--- src/rtl/intr_pkg.sv ---
// Shared types and constants for the machine-mode interrupt controller.
package intr_pkg;

  localparam int DATA_W = 32;

  typedef enum logic [1:0] {
    IDLE    = 2'd0,
    REQ     = 2'd1,
    HANDLER = 2'd2
  } state_e;

  localparam logic [3:0] CODE_MTI = 4'd7;
  localparam logic [3:0] CODE_MEI = 4'd11;

  localparam logic [2:0] ADDR_MSTATUS = 3'd0;
  localparam logic [2:0] ADDR_MIE     = 3'd1;
  localparam logic [2:0] ADDR_MTVEC   = 3'd2;
  localparam logic [2:0] ADDR_MEPC    = 3'd3;
  localparam logic [2:0] ADDR_MCAUSE  = 3'd4;
  localparam logic [2:0] ADDR_MIP     = 3'd5;

  localparam int MSTATUS_MIE  = 3;
  localparam int MSTATUS_MPIE = 7;
  localparam int IRQ_MT       = 7;
  localparam int IRQ_ME       = 11;

  // Direct mode jumps to the base; vectored mode (mtvec[1:0]==1) offsets by 4*code.
  function automatic logic [DATA_W-1:0] calc_vec(input logic [DATA_W-1:0] mtvec,
                                                 input logic [3:0]        code);
    logic [DATA_W-1:0] base;
    base = {mtvec[DATA_W-1:2], 2'b00};
    if (mtvec[1:0] == 2'b01) calc_vec = base + {{(DATA_W-6){1'b0}}, code, 2'b00};
    else                     calc_vec = base;
  endfunction

endpackage

--- src/rtl/intr_prio.sv ---
// Fixed-priority encoder over enabled pending interrupts; external beats timer.
module intr_prio
  import intr_pkg::*;
(
  input  logic [1:0] pend_i,   // {MEI, MTI}, already masked by mie
  output logic       any_o,
  output logic [3:0] code_o
);

  always_comb begin
    any_o  = |pend_i;
    code_o = 4'd0;
    if (pend_i[1])      code_o = CODE_MEI;
    else if (pend_i[0]) code_o = CODE_MTI;
  end

endmodule

--- src/rtl/intr_ctrl.sv ---
// Machine-mode interrupt controller: pends timer/external IRQs, raises a trap
// request to the core and owns mstatus/mie/mip/mtvec/mepc/mcause.
//
// state   | meaning
// IDLE    | watching for an eligible interrupt on a valid instruction
// REQ     | trap_req_o held high until the pipeline acknowledges
// HANDLER | handler running; interrupts only pend until mret
module intr_ctrl
  import intr_pkg::*;
#(
  parameter int              XLEN      = 32,
  parameter logic [XLEN-1:0] MTVEC_RST = 32'h0000_0100
) (
  input  logic            clk,
  input  logic            reset,
  input  logic            tmr_irq_i,
  input  logic            ext_irq_i,
  input  logic [XLEN-1:0] pc_i,
  input  logic            instr_vld_i,
  output logic            trap_req_o,
  input  logic            trap_ack_i,
  output logic [XLEN-1:0] trap_vec_o,
  input  logic            mret_i,
  output logic [XLEN-1:0] epc_o,
  input  logic            cfg_we,
  input  logic [2:0]      cfg_addr,
  input  logic [XLEN-1:0] cfg_wdata,
  output logic [XLEN-1:0] cfg_rdata
);

  localparam logic [XLEN-1:0] EPC_MASK = {{(XLEN-2){1'b1}}, 2'b00};

  state_e          state_q;
  logic            trap_req_q;
  logic [XLEN-1:0] trap_vec_q;
  logic [3:0]      trap_code_q;

  logic            mie_q, mie_d, mpie_q, mpie_d;
  logic            mtie_q, mtie_d, meie_q, meie_d;
  logic            mtip_q, mtip_d, meip_q;
  logic [XLEN-1:0] mtvec_q, mtvec_d, mepc_q, mepc_d, mcause_q, mcause_d;

  logic       pend_any;
  logic [3:0] pend_code;
  logic       capture, ack, mret;

  intr_prio u_prio (
    .pend_i ({meip_q & meie_q, mtip_q & mtie_q}),
    .any_o  (pend_any),
    .code_o (pend_code)
  );

  assign capture = (state_q == IDLE) && mie_q && pend_any && instr_vld_i;
  assign ack     = (state_q == REQ) && trap_ack_i;
  assign mret    = (state_q == HANDLER) && mret_i;

  // cfg writes first, hardware events override, a fresh timer pulse beats any clear
  always_comb begin
    mie_d    = mie_q;
    mpie_d   = mpie_q;
    mtie_d   = mtie_q;
    meie_d   = meie_q;
    mtip_d   = mtip_q;
    mtvec_d  = mtvec_q;
    mepc_d   = mepc_q;
    mcause_d = mcause_q;
    if (cfg_we) begin
      case (cfg_addr)
        ADDR_MSTATUS: begin
          mie_d  = cfg_wdata[MSTATUS_MIE];
          mpie_d = cfg_wdata[MSTATUS_MPIE];
        end
        ADDR_MIE: begin
          mtie_d = cfg_wdata[IRQ_MT];
          meie_d = cfg_wdata[IRQ_ME];
        end
        ADDR_MTVEC:  mtvec_d  = cfg_wdata;
        ADDR_MEPC:   mepc_d   = cfg_wdata & EPC_MASK;
        ADDR_MCAUSE: mcause_d = cfg_wdata;
        ADDR_MIP:    if (cfg_wdata[IRQ_MT]) mtip_d = 1'b0;
        default: ;
      endcase
    end
    if (capture) begin
      mepc_d   = pc_i & EPC_MASK;
      mcause_d = {1'b1, {(XLEN-5){1'b0}}, pend_code};
    end
    if (ack) begin
      mpie_d = mie_q;
      mie_d  = 1'b0;
      if (trap_code_q == CODE_MTI) mtip_d = 1'b0;
    end
    if (mret) begin
      mie_d  = mpie_q;
      mpie_d = 1'b1;
    end
    if (tmr_irq_i) mtip_d = 1'b1;
  end

  always_ff @(posedge clk) begin
    if (reset) begin
      mie_q    <= 1'b0;
      mpie_q   <= 1'b0;
      mtie_q   <= 1'b0;
      meie_q   <= 1'b0;
      mtip_q   <= 1'b0;
      meip_q   <= 1'b0;
      mtvec_q  <= MTVEC_RST;
      mepc_q   <= '0;
      mcause_q <= '0;
    end else begin
      mie_q    <= mie_d;
      mpie_q   <= mpie_d;
      mtie_q   <= mtie_d;
      meie_q   <= meie_d;
      mtip_q   <= mtip_d;
      meip_q   <= ext_irq_i;
      mtvec_q  <= mtvec_d;
      mepc_q   <= mepc_d;
      mcause_q <= mcause_d;
    end
  end

  // Vector and code are latched at capture so later CSR writes cannot move them.
  always_ff @(posedge clk) begin
    if (reset) begin
      state_q     <= IDLE;
      trap_req_q  <= 1'b0;
      trap_vec_q  <= '0;
      trap_code_q <= '0;
    end else begin
      case (state_q)
        IDLE: if (capture) begin
          state_q     <= REQ;
          trap_req_q  <= 1'b1;
          trap_vec_q  <= calc_vec(mtvec_q, pend_code);
          trap_code_q <= pend_code;
        end
        REQ: if (trap_ack_i) begin
          state_q    <= HANDLER;
          trap_req_q <= 1'b0;
        end
        HANDLER: if (mret_i) state_q <= IDLE;
        default: begin
          state_q    <= IDLE;
          trap_req_q <= 1'b0;
        end
      endcase
    end
  end

  always_comb begin
    cfg_rdata = '0;
    case (cfg_addr)
      ADDR_MSTATUS: begin
        cfg_rdata[MSTATUS_MIE]  = mie_q;
        cfg_rdata[MSTATUS_MPIE] = mpie_q;
      end
      ADDR_MIE: begin
        cfg_rdata[IRQ_MT] = mtie_q;
        cfg_rdata[IRQ_ME] = meie_q;
      end
      ADDR_MTVEC:  cfg_rdata = mtvec_q;
      ADDR_MEPC:   cfg_rdata = mepc_q;
      ADDR_MCAUSE: cfg_rdata = mcause_q;
      ADDR_MIP: begin
        cfg_rdata[IRQ_MT] = mtip_q;
        cfg_rdata[IRQ_ME] = meip_q;
      end
      default: ;
    endcase
  end

  assign trap_req_o = trap_req_q;
  assign trap_vec_o = trap_vec_q;
  assign epc_o      = mepc_q;

endmodule

--- config.mk ---
export PLATFORM = sky130hd
export DESIGN_NAME = intr_ctrl
export DESIGN_NICKNAME = d
export VERILOG_FILES = /design/src/rtl/intr_pkg.sv /design/src/rtl/intr_prio.sv /design/src/rtl/intr_ctrl.sv
export SDC_FILE = /design/constraint.sdc
export NUM_CORES = 1
export LEC_CHECK = 0
export CELL_PAD_IN_SITES_DETAIL_PLACEMENT = 1
export CELL_PAD_IN_SITES_GLOBAL_PLACEMENT = 2
export CORE_UTILIZATION = 30
export DETAILED_ROUTE_END_ITERATION = 16
export PLACE_DENSITY_LB_ADDON = 0.1
export RECOVER_POWER = 100
export SLEW_MARGIN = 40
export SYNTH_ARGS = -nofsm -noshare
export SYNTH_HDL_FRONTEND = slang
export SYNTH_SLANG_ARGS = --single-unit
--- constraint.sdc ---
create_clock -name clk -period 6.4 [get_ports clk]
set_clock_uncertainty 0.15 [all_clocks]
set_input_delay 0.64 -clock clk [delete_from_list [all_inputs] [get_ports clk]]
set_output_delay 0.64 -clock clk [all_outputs]
set_load 0.005 [all_outputs]
==> metrics.md <==
| Metric | Value |
|---|---|
| Worst Path Max Fanout | 28 |
| Lkg Pwr | 3.561 nW |
| Met1 Use GR | 0.2953 |
| Die X | 150.1 um |
| VDD IR max | 152.9 uV |
| Most frequent cell after synthesis | nand2_1 |
| Worst-path clk slew | 0.06 ns |
| Vias in the first global route | 6551 |
| # fillers | 2497 |
| Post-synth top area share | 0.4140 |
| CP cell instances | clkbuf_1 -> nor2_1 -> and2_0 -> clkbuf_1 -> nand2_1 -> o21ai_0 -> dlygate4sd3_1 |
| Dominant synthesized flop cell | dfxtp_1 |
| Post-DP HPWL | 16530 um |
| Total CTS buffers | 17 |
| PD cells | 232.5 nW/um^2 |
| Final max-slew violation count | 219 |
| Initial Util | 0.3089 |
| Hold_buf cts | 0 |
| Grt met2 use | 0.3532 |
| Power Total | 0.002088 W |
| Initial DRC Count | 272 |
| Failing checks | max-capacitance violations, max-slew violations |
| Layout Area Growth over Synthesis | 36.61% |
| Worst slack, placed | 2.346 ns |
| Fin. Hold Viols | 0 |
| Status | complete, but fails checks |
| Sequential area share after synthesis | 0.4140 |
| First-pass GRT wire length | 37450 um |
| TritonCTS clock tree | yes |
| Maxcap violations | 6 |
| WP data required | 5.61 ns |
| Worst min path class | register to register |
| Final Util | 0.4220 |
| Startpoint class of the critical path | input pin |
| Worst-Skew Late Latency | 0.42 ns |
| Die Y | 150.1 um |
| First drt pass iteration count | 4 |
| CP Class | input pin to output pin |
| Initial antenna violation count | 2 |
| Core area | 21290 um^2 |
| Max frequency | 204.7 MHz |
| Most frequent cells after synthesis | nand2_1 (178), dfxtp_1 (136), nor2_1 (83) |
| Routed WL per cell | 19.25 um |
| Async SR Flop Fraction | 0 |
| Final worst slack | 1.514 ns |
| Clk buf depth | 2 |
| Routed Antenna Nets | 0 |
| Synth Register Bits | 136 |
| Vias after detailed routing | 6400 |
| Setup bufs post-CTS | 0 |
| Total negative slack | 0 ns |
| Final setup viols | 0 |
| Vias per inst | 5.165 |
| Met3 usage | 0.04726 |
| Post-synth EDFFs | 0 |
| Yosys warnings | 0 |
| Post-Route WL | 23860 um |
| Cts repair resizes | 0 |
| Avg Inst Size Synth | 8.020 um^2 |
| Grt ovf | 0 |
| RSZ-0062 raised after global routing | false |
| Largest net degree at the start of global routing | 80 |
| Most Crowded Layer GR | met2 |
| Crit path max-delay cell type | clkbuf_1 |
| Final min period | 4.886 ns |
| Mapped cell area | 6576 um^2 |
| Final Hold Slack | 0.3036 ns |
| Top cell type by total area after synthesis | dfxtp_1 |
| Die area | 22520 um^2 |
| Ratio of cells with drive above 1 in the final layout | 0.04881 |
| Post-synthesis cell type count | 48 |
| RePlAce Congestion | 0.8569 |
| Synth area leaders | dfxtp_1 (41%), nand2_1 (10%), mux2i_1 (9.4%) |
| FP Rows | 53 |
| Total Routing Usage GR | 0.2199 |
| Most frequent CP cell | clkbuf_1 |
| Clock sinks | 136 |
| Worst Tran Pin Value | 2.768 ns |
| H-Tree Depth | 4 |
| Post-route clock period utilization | 0.7634 |
| Max stage delay on crit path | 1.30 ns |
| Arr. time, crit path | 4.10 ns |
| Nets | 1031 |
| Bufs and invs on worst path | 3 |
| Number of cells produced by synthesis | 820 |
| Root buf cell | clkbuf_16 |
| Slew margin rel. | -0.8463 |
| Ports | 172 |
| Cell family with most CP delay | buffers and inverters |
| DRC errors left | 0 |
| PortBufs | 165 |
| Critical Path Sink Type | output pin |
[registers in the layout, indices dropped and copies added, names as in the netlist]
signal / cells
mcause_q: 32
mtvec_q: 32
epc_o: 30
trap_vec_o: 30
trap_code_q: 3
state_q: 2
meie_q: 1
meip_q: 1
mie_q: 1
mpie_q: 1
mtie_q: 1
mtip_q: 1
trap_req_o: 1
[logic make-up (layout without fill, tap and decap cells)]
kind of cell | count (synthesis) | after routing | share of synthesized area
and+or+nand+nor | 330 | 330 | 0.2207
AOI/OAI and AO/OA | 186 | 186 | 0.1760
DFF | 136 | 136 | 0.4140
buffers and inverters | 75 | 215 | 0.04966
muxes | 64 | 64 | 0.09779
xor gates and xnor gates | 23 | 23 | 0.03063
adders and majority gates | 5 | 5 | 0.01065
other | 1 | 5 | 0.0005702
[path summary, 6_finish.rpt]
path | from | to | slack [ns] | cells past startpoint
worst min register to register | mcause_q[20] | mcause_q[20] | 0.30 | 2
worst max register to register | meip_q | trap_vec_o[29] | 2.62 | 7
worst max-delay path | cfg_addr[0] | cfg_rdata[16] | 1.51 | 7
worst min-delay path | mcause_q[20] | mcause_q[20] | 0.30 | 2
[tightest hold or removal path: stages, from the launching register on]
cell and delay (ns):
dfxtp_1 0.31, nand2_1 0.05, a21oi_1 0.05
[power breakdown]
group	total [W]	leakage [nW]	switching, W	internal, W
Clock	0.00105	0.301	0.000384	0.000669
Combinational	0.000156	2.16	0.0000811	0.0000752
Sequential	0.000878	1.10	0.0000171	0.000861
[cell type report]
type,count,area [um^2],area share
multi-input cells,612,3538,0.3939
inverters,7,26.28,0.002925
clock inverters,12,175.2,0.01950
repair buffers,177,1722,0.1916
clock buffers,19,452.9,0.05042
diodes,1,2.502,0.0002786
flip-flops and latches,136,2723,0.3031
well taps,275,344.1,0.03830
[metrics by stage]
stage | area (um^2) | std cells
floorplan | 6588 | 823
global placement | 8374 | 1207
detailed placement | 8376 | 1207
CTS | 9004 | 1238
global route | 8981 | 1238
finish | 8984 | 1239
[placed cells by master, fill, tap and decap left out, types with 2 or more instances in the layout]
cell / n
a311oi_1: 4
clkbuf_1: 5
o21ai_0: 39
a31oi_1: 7
nand3_1: 12
clkbuf_8: 2
clkinv_4: 2
mux2_2: 2
and3b_1: 2
a22oi_1: 4
a211oi_1: 56
clkinv_2: 3
clkinvlp_4: 3
and3_1: 7
clkdlybuf4s50_1: 69
ha_1: 4
dfxtp_1: 136
dlygate4sd3_1: 94
buf_4: 8
and4_1: 4
nand2_1: 178
a21oi_1: 67
and2_0: 3
mux2i_1: 62
xnor2_1: 5
nor3_1: 5
nand2b_1: 7
bufinv_16: 4
and2_1: 3
conb_1: 4
clkbuf_16: 17
nor2_1: 83
nand4_1: 10
inv_1: 7
or3_1: 4
nand4b_1: 3
xor2_1: 18
nor2b_1: 4
[layer usage]
layer  vias to the layer above  wire [um]
met5                         -          0
met2                       148      11020
li1                       3098          -
met4                         0        209
met1                      3141      11430
met3                        13       1191
Note: power is estimated with default switching activity, not from simulation.
